**src/rtl/spikey_spi_pkg.sv**
```systemverilog
// spikey_spi_pkg: shared constants for the spikey_spi transaction controller.
// State encoding is kept as plain localparams so legacy users can compare raw codes.
package spikey_spi_pkg;

  localparam int DIV_W = 4;

  localparam logic [1:0] ST_IDLE  = 2'd0;
  localparam logic [1:0] ST_LEAD  = 2'd1;
  localparam logic [1:0] ST_SHIFT = 2'd2;
  localparam logic [1:0] ST_TRAIL = 2'd3;

  // Enough bits to count every SCK edge of a word plus one.
  function automatic int cnt_w(input int data_w);
    return $clog2(2 * data_w + 1);
  endfunction

endpackage

```
**src/rtl/spikey_spi_shreg.sv**
```systemverilog
// spikey_spi_shreg: tx/rx shift register pair with load and a latched direction select.
module spikey_spi_shreg #(
  parameter int DATA_W = 8
) (
  input  logic              clk_i,
  input  logic              rst_ni,
  input  logic              load_i,
  input  logic [DATA_W-1:0] load_data_i,
  input  logic              lsb_first_i,
  input  logic              tx_shift_i,
  input  logic              rx_shift_i,
  input  logic              rx_bit_i,
  output logic              tx_next_o,
  output logic [DATA_W-1:0] rx_data_o
);

  logic [DATA_W-1:0] tx_q, tx_d;
  logic [DATA_W-1:0] rx_q, rx_d;
  logic              lsb_q, lsb_d;

  // Next-state for load, transmit shift and receive shift.
  always_comb begin
    tx_d  = tx_q;
    rx_d  = rx_q;
    lsb_d = lsb_q;
    if (load_i) begin
      tx_d  = load_data_i;
      rx_d  = {DATA_W{1'b0}};
      lsb_d = lsb_first_i;
    end else begin
      if (tx_shift_i) begin
        tx_d = lsb_q ? {1'b0, tx_q[DATA_W-1:1]} : {tx_q[DATA_W-2:0], 1'b0};
      end else begin
        tx_d = tx_q;
      end
      if (rx_shift_i) begin
        rx_d = lsb_q ? {rx_bit_i, rx_q[DATA_W-1:1]} : {rx_q[DATA_W-2:0], rx_bit_i};
      end else begin
        rx_d = rx_q;
      end
    end
  end

  // Shift register state.
  always_ff @(posedge clk_i or negedge rst_ni) begin
    if (!rst_ni) begin
      tx_q  <= {DATA_W{1'b0}};
      rx_q  <= {DATA_W{1'b0}};
      lsb_q <= 1'b0;
    end else begin
      tx_q  <= tx_d;
      rx_q  <= rx_d;
      lsb_q <= lsb_d;
    end
  end

  // Bit that follows the one currently on MOSI.
  assign tx_next_o = lsb_q ? tx_q[1] : tx_q[DATA_W-2];
  assign rx_data_o = rx_q;

endmodule

```
**src/rtl/spikey_spi_ctrl.sv**
```systemverilog
// spikey_spi_ctrl: SPI mode-0 master sequencing the external spikey_spi FCLK divider.
// Defining SPIKEY_SPI_LSB_FIRST_EN adds cmd_lsb_first for per-command LSB-first transfers.
module spikey_spi_ctrl
  import spikey_spi_pkg::*;
#(
  parameter int DATA_W = 8
) (
  input  logic              FCLK,
  input  logic              RST_N,
  input  logic              cmd_valid,
  output logic              cmd_ready,
  input  logic [DATA_W-1:0] cmd_data,
  input  logic [1:0]        cmd_div_sel,
  input  logic              cmd_keep_cs,
`ifdef SPIKEY_SPI_LSB_FIRST_EN
  input  logic              cmd_lsb_first,
`endif
  output logic              rsp_valid,
  output logic [DATA_W-1:0] rsp_data,
  output logic              busy,
  output logic              rst_div,
  input  logic [DIV_W-1:0]  fclk_div,
  output logic              SCK,
  output logic              MOSI,
  output logic              CS_N,
  input  logic              MISO
);

  localparam int CNT_W = cnt_w(DATA_W);
  localparam logic [CNT_W-1:0] LAST_CNT = CNT_W'(2 * DATA_W - 1);

  logic [1:0]        state_q, state_d;
  logic [1:0]        k_q, k_d;
  logic              keep_q, keep_d;
  logic [CNT_W-1:0]  cnt_q, cnt_d;
  logic              prev_q, prev_d;
  logic              rst_div_q, rst_div_d;
  logic              sck_q, sck_d;
  logic              mosi_q, mosi_d;
  logic              cs_n_q, cs_n_d;
  logic              rsp_valid_q, rsp_valid_d;
  logic [DATA_W-1:0] rsp_data_q, rsp_data_d;

  logic              lsb_s, tick_s, load_s, tx_shift_s, rx_shift_s, tx_next_s;
  logic [DATA_W-1:0] rx_word_s;

`ifdef SPIKEY_SPI_LSB_FIRST_EN
  assign lsb_s = cmd_lsb_first;
`else
  assign lsb_s = 1'b0;
`endif

  // The divider output is garbage while it is being restarted, so no tick then.
  assign tick_s = (fclk_div[k_q] != prev_q) & ~rst_div_q;
  assign prev_d = rst_div_q ? 1'b0 : fclk_div[k_q];

  spikey_spi_shreg #(.DATA_W(DATA_W)) u_shreg (
    .clk_i       (FCLK),
    .rst_ni      (RST_N),
    .load_i      (load_s),
    .load_data_i (cmd_data),
    .lsb_first_i (lsb_s),
    .tx_shift_i  (tx_shift_s),
    .rx_shift_i  (rx_shift_s),
    .rx_bit_i    (MISO),
    .tx_next_o   (tx_next_s),
    .rx_data_o   (rx_word_s)
  );

  // Transaction sequencing: accept, lead-in, SCK edges, trail-out.
  always_comb begin
    state_d     = state_q;
    k_d         = k_q;
    keep_d      = keep_q;
    cnt_d       = cnt_q;
    rst_div_d   = 1'b0;
    sck_d       = sck_q;
    mosi_d      = mosi_q;
    cs_n_d      = cs_n_q;
    rsp_valid_d = 1'b0;
    rsp_data_d  = rsp_data_q;
    load_s      = 1'b0;
    tx_shift_s  = 1'b0;
    rx_shift_s  = 1'b0;
    case (state_q)
      ST_IDLE: begin
        if (cmd_valid) begin
          load_s    = 1'b1;
          k_d       = cmd_div_sel;
          keep_d    = cmd_keep_cs;
          cnt_d     = {CNT_W{1'b0}};
          rst_div_d = 1'b1;
          cs_n_d    = 1'b0;
          sck_d     = 1'b0;
          mosi_d    = lsb_s ? cmd_data[0] : cmd_data[DATA_W-1];
          state_d   = ST_LEAD;
        end else begin
          state_d = ST_IDLE;
        end
      end
      ST_LEAD: begin
        if (tick_s) state_d = ST_SHIFT;
        else        state_d = ST_LEAD;
      end
      ST_SHIFT: begin
        if (tick_s) begin
          sck_d = ~sck_q;
          cnt_d = cnt_q + CNT_W'(1);
          if (sck_q) begin
            tx_shift_s = 1'b1;
            if (cnt_q == LAST_CNT) state_d = ST_TRAIL;
            else                   mosi_d  = tx_next_s;
          end else begin
            rx_shift_s = 1'b1;
          end
        end else begin
          state_d = ST_SHIFT;
        end
      end
      ST_TRAIL: begin
        if (tick_s) begin
          rsp_valid_d = 1'b1;
          rsp_data_d  = rx_word_s;
          cs_n_d      = ~keep_q;
          state_d     = ST_IDLE;
        end else begin
          state_d = ST_TRAIL;
        end
      end
      default: state_d = ST_IDLE;
    endcase
  end

  // Controller and pad registers.
  always_ff @(posedge FCLK or negedge RST_N) begin
    if (!RST_N) begin
      state_q     <= ST_IDLE;
      k_q         <= 2'd0;
      keep_q      <= 1'b0;
      cnt_q       <= {CNT_W{1'b0}};
      prev_q      <= 1'b0;
      rst_div_q   <= 1'b0;
      sck_q       <= 1'b0;
      mosi_q      <= 1'b0;
      cs_n_q      <= 1'b1;
      rsp_valid_q <= 1'b0;
      rsp_data_q  <= {DATA_W{1'b0}};
    end else begin
      state_q     <= state_d;
      k_q         <= k_d;
      keep_q      <= keep_d;
      cnt_q       <= cnt_d;
      prev_q      <= prev_d;
      rst_div_q   <= rst_div_d;
      sck_q       <= sck_d;
      mosi_q      <= mosi_d;
      cs_n_q      <= cs_n_d;
      rsp_valid_q <= rsp_valid_d;
      rsp_data_q  <= rsp_data_d;
    end
  end

  assign cmd_ready = (state_q == ST_IDLE);
  assign busy      = (state_q != ST_IDLE);
  assign rst_div   = rst_div_q;
  assign SCK       = sck_q;
  assign MOSI      = mosi_q;
  assign CS_N      = cs_n_q;
  assign rsp_valid = rsp_valid_q;
  assign rsp_data  = rsp_data_q;

endmodule

```
**config.mk**
```make
export PLATFORM = sky130hd
export DESIGN_NAME = spikey_spi_ctrl
export DESIGN_NICKNAME = d
export VERILOG_FILES = /design/src/rtl/spikey_spi_pkg.sv /design/src/rtl/spikey_spi_shreg.sv /design/src/rtl/spikey_spi_ctrl.sv
export SDC_FILE = /design/constraint.sdc
export NUM_CORES = 1
export LEC_CHECK = 0
export CAP_MARGIN = 20
export CORE_AREA = 3 3 68 70
export CTS_CLUSTER_SIZE = 14
export DETAILED_ROUTE_END_ITERATION = 8
export DIE_AREA = 0 0 71 73
export GPL_ROUTABILITY_DRIVEN = 1
export HOLD_SLACK_MARGIN = 0.15
export PLACE_DENSITY_LB_ADDON = 0.12
export SYNTH_ARGS = -nofsm -noshare
export SYNTH_HDL_FRONTEND = slang
export SYNTH_SLANG_ARGS = --single-unit
```
**constraint.sdc**
```tcl
create_clock -name FCLK -period 1.84 [get_ports FCLK]
set_input_delay 0.368 -clock FCLK [delete_from_list [all_inputs] [get_ports FCLK]]
set_output_delay 0.368 -clock FCLK [all_outputs]
set_load 0.005 [all_outputs]
```
==> results of run 1 <==
-- synthesized netlist by cell type (2+ instances only) --
cell | n | area [sq um]
sky130_fd_sc_hd__nand3b_1 | 2 | 15.01
sky130_fd_sc_hd__mux2i_1 | 13 | 130.1
sky130_fd_sc_hd__nand4_1 | 2 | 12.51
sky130_fd_sc_hd__nor2b_1 | 3 | 18.77
sky130_fd_sc_hd__nor2_1 | 3 | 11.26
sky130_fd_sc_hd__dfrtp_1 | 38 | 950.9
sky130_fd_sc_hd__nand2_1 | 16 | 60.06
sky130_fd_sc_hd__nor4_1 | 3 | 18.77
sky130_fd_sc_hd__inv_1 | 10 | 37.54
sky130_fd_sc_hd__a211oi_1 | 3 | 22.52
sky130_fd_sc_hd__xnor2_1 | 2 | 17.52
sky130_fd_sc_hd__or2_2 | 4 | 25.02
sky130_fd_sc_hd__a31oi_1 | 2 | 12.51
sky130_fd_sc_hd__a21oi_1 | 10 | 50.05
sky130_fd_sc_hd__mux2_2 | 15 | 168.9
sky130_fd_sc_hd__o221a_2 | 4 | 45.04
sky130_fd_sc_hd__clkbuf_1 | 4 | 15.01
sky130_fd_sc_hd__ha_1 | 2 | 25.02
sky130_fd_sc_hd__nand3_1 | 2 | 10.01
sky130_fd_sc_hd__nor3b_1 | 2 | 15.01
sky130_fd_sc_hd__nand2b_1 | 3 | 18.77
-- worst max-delay path by stage --
stage                            to  cells after the start   startpoint  slack, ns
floorplan           u_shreg.tx_q[2]                      4       k_q[0]       0.01
global placement    u_shreg.tx_q[6]                      5  fclk_div[1]      -0.35
detailed placement  u_shreg.tx_q[3]                      6  fclk_div[1]      -0.45
CTS                 u_shreg.tx_q[0]                      5       k_q[0]      -0.06
global route        u_shreg.tx_q[3]                      5       k_q[0]      -0.08
finish              u_shreg.tx_q[0]                      5       k_q[0]      -0.02
-- state kept, by name, summed over array words and instances (netlist names), 2 cells and up --
name	cells
state_q	2
u_shreg.tx_q	7
u_shreg.rx_data_o	8
k_q	2
cnt_q	5
rsp_data	8
-- worst max-delay path, cell delays in order, from the launching register on --
cell,delay [ns]
sky130_fd_sc_hd__dfrtp_2,0.41
sky130_fd_sc_hd__mux4_2,0.61
sky130_fd_sc_hd__xor2_4,0.26
sky130_fd_sc_hd__buf_6,0.14
sky130_fd_sc_hd__a211oi_2,0.07
sky130_fd_sc_hd__a221o_1,0.26
-- through the flow --
stage | cells | setup TNS, ns | utilization [%]
5_1_grt | 275 | -0.9731 | 66.24
3_5_place_dp | 260 | -9.977 | 60.03
3_3_place_gp | 260 | -9.113 | 60.03
6_report | 275 | -0.02491 | 66.24
4_1_cts | 275 | -0.4565 | 64.01
2_1_floorplan | 159 | 0 | -
-- kinds of logic after synthesis --
kind of cell	Yosys count	share of synthesized area [%]
AO/OA/AOI/OAI	28	11.33
AND/OR/NAND/NOR	43	12.14
XOR/XNOR	3	1.416
adder cells (fa/ha/maj)	2	1.348
flip-flops	39	52.66
multiplexers	30	18.27
buffers and inverters	14	2.832
-- layout make-up --
cell class / instances / area, sq um / area share (%)
clock buffer: 7 / 86.33 / 3.235
clock inverter: 1 / 5.005 / 0.1875
inverter: 10 / 37.54 / 1.406
multi-input combinational: 106 / 922.1 / 34.55
sequential: 39 / 980.9 / 36.76
tap: 50 / 62.56 / 2.344
timing repair buffer: 62 / 574.3 / 21.52
-- layout by cell type (no fill, tap or decap), drive strengths merged, types with 4 or more instances in the layout --
master / n
mux2: 15
clkdlybuf4s50: 27
nand2: 16
a211oi: 4
o221a: 4
dfrtp: 38
or2: 4
mux2i: 14
a21oi: 11
clkbuf: 7
inv: 10
buf: 29
-- power breakdown --
group,switching (mW),total (mW),internal [mW]
Combinational,1.06,2.39,1.33
Clock,0.298,0.600,0.302
Sequential,0.270,1.50,1.23
-- what timing repair did --
action                                 in CTS  in global routing
pin swaps                                   6                  3
hold buffers                                1                  0
setup endpoints to repair                  27                 32
resized for setup                           7                 19
buffers inserted                            6                  0
endpoints found under the hold margin      38                  0
-- layer usage --
metal / vias to the layer above / wire, um / global-route usage (%)
li1: 697 / - / -
met1: 718 / 1890 / 21.87
met2: 33 / 2066 / 29.66
met3: 6 / 193 / 5.372
met4: 0 / 59 / 6.263
met5: - / 0 / 0
==> results.rst, run 1 <==
.. list-table::
   :header-rows: 1

   * - Metric
     - Value
   * - Detailed router's first-iteration violation count
     - 100
   * - Share of layout cells above drive strength 1
     - 35.11%
   * - Count of port buffers added during placement
     - 33
   * - Total power consumption of the routed design
     - 4.492 mW
   * - Final Net Count
     - 245
   * - Slew of the pin with the lowest slew margin
     - 0.4827 ns
   * - Yosys synthesis warning count
     - 0
   * - Unrepaired setup endpoints after global routing
     - yes
   * - GRT Residual Overflow
     - 0
   * - Global-route wire length before repair
     - between 7000 and 8000 um
   * - Placed standard-cell area
     - roughly 0.0024 sq mm
   * - Min Clock Period, post-route
     - 1.859 ns
   * - Register area share after synthesis
     - 52.66%
   * - Crit path max fanout
     - 6
   * - Worst hold margin
     - 0.4242 ns
   * - Worst-path clk slew
     - 0.08 ns
   * - Hold_sp
     - keep_q
   * - Result of the run
     - finished, violations left
   * - Violations in the final reports
     - setup timing
   * - Highest achievable clock rate
     - 537.8 MHz
   * - Layout-stage area growth over the synthesis result
     - 43.83%
   * - Via count of the first global-routing pass
     - 1,569
   * - Worst Path Arrival
     - slightly above 2 ns
   * - Number of failing hold endpoints at the final stage
     - 0
   * - Overall fraction of global-route tracks in use
     - between 10% and 20%
   * - Count of maximum capacitance violations
     - 0
   * - Hold-critical path endpoint
     - CS_N
   * - Post-route standard cell area excluding fillers
     - 0.002669 sq mm
   * - Average detailed-routed wire length per instance
     - 15.31 um
   * - Chip Height
     - about 73 um
   * - Area of the core region
     - 0.004029 sq mm
   * - Number of antenna violations at the first check in global routing
     - 0
   * - Horizontal die dimension
     - about 71 um
   * - RePlAce Congestion
     - about 0.85
   * - Detailed Routing Iterations Pass 1
     - 4
   * - Placement-stage worst setup slack
     - -0.4530 ns
   * - Kind of capture point of the worst setup path
     - flip-flop
   * - Vias
     - 1,454
   * - Number of flops mapped to enable cells by yosys
     - 0
   * - Pin count of the biggest net entering global routing
     - 40
   * - Register-to-register path setup slack
     - -0.02 ns
   * - Post-synthesis sequential element count
     - 39
   * - Share of the cycle needed by the critical path after routing
     - 101.1%
   * - Row count
     - 23
   * - Post-synthesis async set-or-reset flop share
     - 100.0%
   * - Kind of launch point of the worst setup path
     - flip-flop
   * - Worst reg2reg path depth
     - 5
   * - CTS sink cnt
     - 39
   * - Clock tree root driver cell
     - sky130_fd_sc_hd__clkbuf_8
   * - CTS tree
     - built
   * - Average size of a mapped cell
     - 11.67 sq um
   * - Number of buffers on the longest clock path
     - 2
   * - Clock latency at the later pin of the worst-skew pair
     - 0.30 ns
   * - Vias per Instance
     - 5.287
   * - Syn Nets
     - 180
   * - Worst Clk Skew
     - 0.007932 ns
   * - Smallest setup slack after layout
     - -0.01949 ns
   * - Number of setup violations in the final report
     - 3
   * - IO Pins
     - 34
   * - Required time worst endpoint
     - 2.02 ns
   * - Max-slew violation count
     - 0
   * - Antenna cells
     - 0
   * - Worst reg2reg path startpoint
     - k_q[0]
   * - CTS H-tree depth
     - 2
   * - Count of filler cells inserted in the layout
     - 323
   * - Kind of critical path
     - reg -> reg
   * - Overall routed net length
     - 4210 um
   * - Starting density of the core
     - 46.06%
   * - DP Wirelength
     - 2980 um
   * - Summed instance area of the synthesized netlist
     - 0.001856 sq mm
   * - Power density of the placed cells
     - between 1500 and 2000 mW/mm^2
   * - Remaining DRCs
     - 0
   * - Leakage power of the design
     - 1.175 nW
   * - Critical R2R Capture
     - u_shreg.tx_q[0]
   * - Final antenna-violating net count
     - 0
   * - Type of the most critical hold path
     - reg -> reg
   * - Most used flip-flop cell after synthesis
     - sky130_fd_sc_hd__dfrtp_1
   * - Unique cell type count in the Yosys netlist
     - 37
   * - Headroom to the max-slew limit
     - 67.82%
   * - Cell count after synthesis
     - 159
   * - Total CTS buffers
     - 5
   * - Die outline area
     - between 0.005 and 0.006 sq mm
   * - Maximum vdd ir drop
     - roughly 1.1 mV
   * - Hold Path Depth
     - 1
Note: power is estimated with default switching activity, not from simulation.
==> run 2, diff against run 1 <==
--- a/config.mk
+++ b/config.mk
@@ -11,7 +11,6 @@
 export DETAILED_ROUTE_END_ITERATION = 8
 export DIE_AREA = 0 0 71 73
 export GPL_ROUTABILITY_DRIVEN = 1
-export HOLD_SLACK_MARGIN = 0.15
 export PLACE_DENSITY_LB_ADDON = 0.12
 export SYNTH_ARGS = -nofsm -noshare
 export SYNTH_HDL_FRONTEND = slang
==> run 2 against run 1 <==
The flow still finishes with violations (setup timing). Core utilization rose by 0.84 points. Largest power group unchanged. Critical path type unchanged. Sequential share of layout area fell by 0.46 points. Final area rose by 1.3%.
==> results.rst, run 2 (synthesis results as in run 1) <==
.. list-table::
   :header-rows: 1

   * - Metric
     - Value
   * - Cell chain of the critical path
     - mux4_2 > xor2_4 > buf_4 > a211oi_2 > a221o_1
   * - Unrepaired setup endpoints after global routing
     - yes
   * - Kind of capture point of the worst setup path
     - flip-flop
   * - Setup TNS
     - -0.06409 ns
   * - Number of antenna violations at the first check in global routing
     - 0
   * - Commonest non-fill, non-tap cell in the layout
     - sky130_fd_sc_hd__dfrtp_1
   * - Via count of the first global-routing pass
     - ~1,600
   * - Placement-stage worst setup slack
     - -0.4530 ns
   * - Register-to-register path setup slack
     - -0.05 ns
   * - Die outline area
     - 0.005183 sq mm
   * - Layout Cells excl Fill
     - between 200 and 300
   * - Crit-path slowest cell
     - sky130_fd_sc_hd__mux4_2
   * - Row count
     - 23
   * - Average detailed-routed wire length per instance
     - about 16 um
   * - Most frequent cells in the layout
     - 35 x sky130_fd_sc_hd__dfrtp_1, 27 x sky130_fd_sc_hd__clkdlybuf4s50_1, 26 x sky130_fd_sc_hd__buf_4, 16 x sky130_fd_sc_hd__nand2_1, 15 x sky130_fd_sc_hd__mux2_2
   * - Detailed Routing Iterations Pass 1
     - 4
   * - Worst Clk Skew
     - a little under 0.007 ns
   * - Number of setup violations in the final report
     - 4
   * - Cell count after placement
     - 260
   * - Overall fraction of global-route tracks in use
     - 17.72%
   * - Crit path buffers/inverters
     - 1
   * - Horizontal die dimension
     - 71 um
   * - Share of layout cells above drive strength 1
     - 36.61%
   * - Worst hold margin
     - 0.1147 ns
   * - Headroom to the max-slew limit
     - 67.18%
   * - Antenna cells
     - 0
   * - Max-slew violation count
     - 0
   * - DP Wirelength
     - 2980 um
   * - Final antenna-violating net count
     - 0
   * - Area of the core region
     - 0.004029 sq mm
   * - Result of the run
     - finished, violations left
   * - Worst-path clk slew
     - 0.08 ns
   * - Highest achievable clock rate
     - 528.9 MHz
   * - Total CTS buffers
     - 5
   * - Power density of the placed cells
     - 1684 mW/mm^2
   * - GRT Residual Overflow
     - 0
   * - Vias
     - 1,458
   * - Count of maximum capacitance violations
     - 0
   * - Required time worst endpoint
     - 2.02 ns
   * - Vias per Instance
     - between 5 and 6
   * - Crit path max-delay family
     - multiplexers
   * - Critical path's largest stage delay
     - 0.61 ns
   * - Clock tree root driver cell
     - sky130_fd_sc_hd__clkbuf_8
   * - CTS H-tree depth
     - 2
   * - Worst reg2reg path depth
     - 5
   * - Pin count of the biggest net entering global routing
     - 40
   * - Starting density of the core
     - 46.06%
   * - Overall routed net length
     - roughly 4300 um
   * - Worst reg2reg path startpoint
     - k_q[0]
   * - Final Net Count
     - 244
   * - Chip Height
     - 73 um
   * - Clock latency at the later pin of the worst-skew pair
     - approximately 0.29 ns
   * - Remaining DRCs
     - 0
   * - Total power consumption of the routed design
     - 4.551 mW
   * - Layout-stage area growth over the synthesis result
     - 45.65%
   * - Detailed router's first-iteration violation count
     - 98
   * - Kind of launch point of the worst setup path
     - flip-flop
   * - Maximum vdd ir drop
     - 1.063 mV
   * - Crit path max fanout
     - 6
   * - Type of the most critical hold path
     - in -> async
   * - CTS sink cnt
     - 39
   * - Leakage power of the design
     - 1.179 nW
   * - Count of filler cells inserted in the layout
     - 319
   * - Smallest setup slack after layout
     - -0.05062 ns
   * - Slew of the pin with the lowest slew margin
     - 0.4923 ns
   * - Critical R2R Capture
     - u_shreg.tx_q[0]
   * - CTS tree
     - built
   * - Global-route wire length before repair
     - a little over 7000 um
   * - Multi-input gate area in the final layout
     - 973.4 sq um
   * - Count of port buffers added during placement
     - 33
   * - Number of failing hold endpoints at the final stage
     - 0
   * - Share of the cycle needed by the critical path after routing
     - 102.8%
   * - Worst Path Arrival
     - 2.07 ns
   * - Violations in the final reports
     - setup timing
   * - Min Clock Period, post-route
     - 1.891 ns
   * - Number of buffers on the longest clock path
     - 2
   * - RePlAce Congestion
     - between 0.8 and 0.9
   * - Kind of critical path
     - reg -> reg
   * - Seq. cell area
     - 980.9 sq um
   * - IO Pins
     - 34
run 2: cell count changes in the layout (fill, tap and decap cells not counted), sizes merged:
cell / change
dlygate4sd3: -1
run 2: cell type report:
cell class	count	area share [%]
multi-input combinational	106	36.02
tap	50	2.315
sequential	39	36.30
clock inverter	1	0.1852
clock buffer	7	3.194
inverter	10	1.389
timing repair buffer	61	20.60
run 2: routing by layer:
metal  global-route usage, %  wire, um  vias up
li1                        -         -      698
met5                       0         0        -
met4                   6.263        72        0
met3                   5.372       160        7
met1                   21.96      1954      728
met2                   29.45      2100       25
run 2: power breakdown:
part | leakage [nW] | internal, mW | switching (mW) | total (mW)
logic | 0.642 | 1.35 | 1.08 | 2.43
clock network | 0.0482 | 0.302 | 0.294 | 0.597
registers | 0.489 | 1.23 | 0.290 | 1.52
run 2: through the flow:
stage                     instance area, sq um  utilization (%)
final                                     2703            67.08
after global routing                      2703            67.08
after global placement                    2419            60.03
after detailed placement                  2419            60.03
after CTS                                 2569            63.76
after floorplan                           1868                -
run 2: worst max path at each step:
stage,cells after the start,to,startpoint
floorplan,4,u_shreg.tx_q[2],k_q[0]
global placement,5,u_shreg.tx_q[6],fclk_div[1]
detailed placement,6,u_shreg.tx_q[3],fclk_div[1]
CTS,5,u_shreg.tx_q[0],k_q[0]
global route,5,u_shreg.tx_q[0],k_q[0]
finish,5,u_shreg.tx_q[0],k_q[0]
run 2: worst register-to-register path, cell delays in order (launching register included):
cell	delay, ns
sky130_fd_sc_hd__dfrtp_2	0.41
sky130_fd_sc_hd__mux4_2	0.61
sky130_fd_sc_hd__xor2_4	0.27
sky130_fd_sc_hd__buf_4	0.16
sky130_fd_sc_hd__a211oi_2	0.07
sky130_fd_sc_hd__a221o_1	0.26
run 2: timing repair:
| action | CTS | global route |
|---|---|---|
| cloned | 0 | 0 |
| hold buffers | 0 | 0 |
| pin swaps | 6 | 3 |
| endpoints found under the setup margin | 27 | 32 |
| gates resized for setup | 7 | 24 |
| buffers inserted | 6 | 0 |
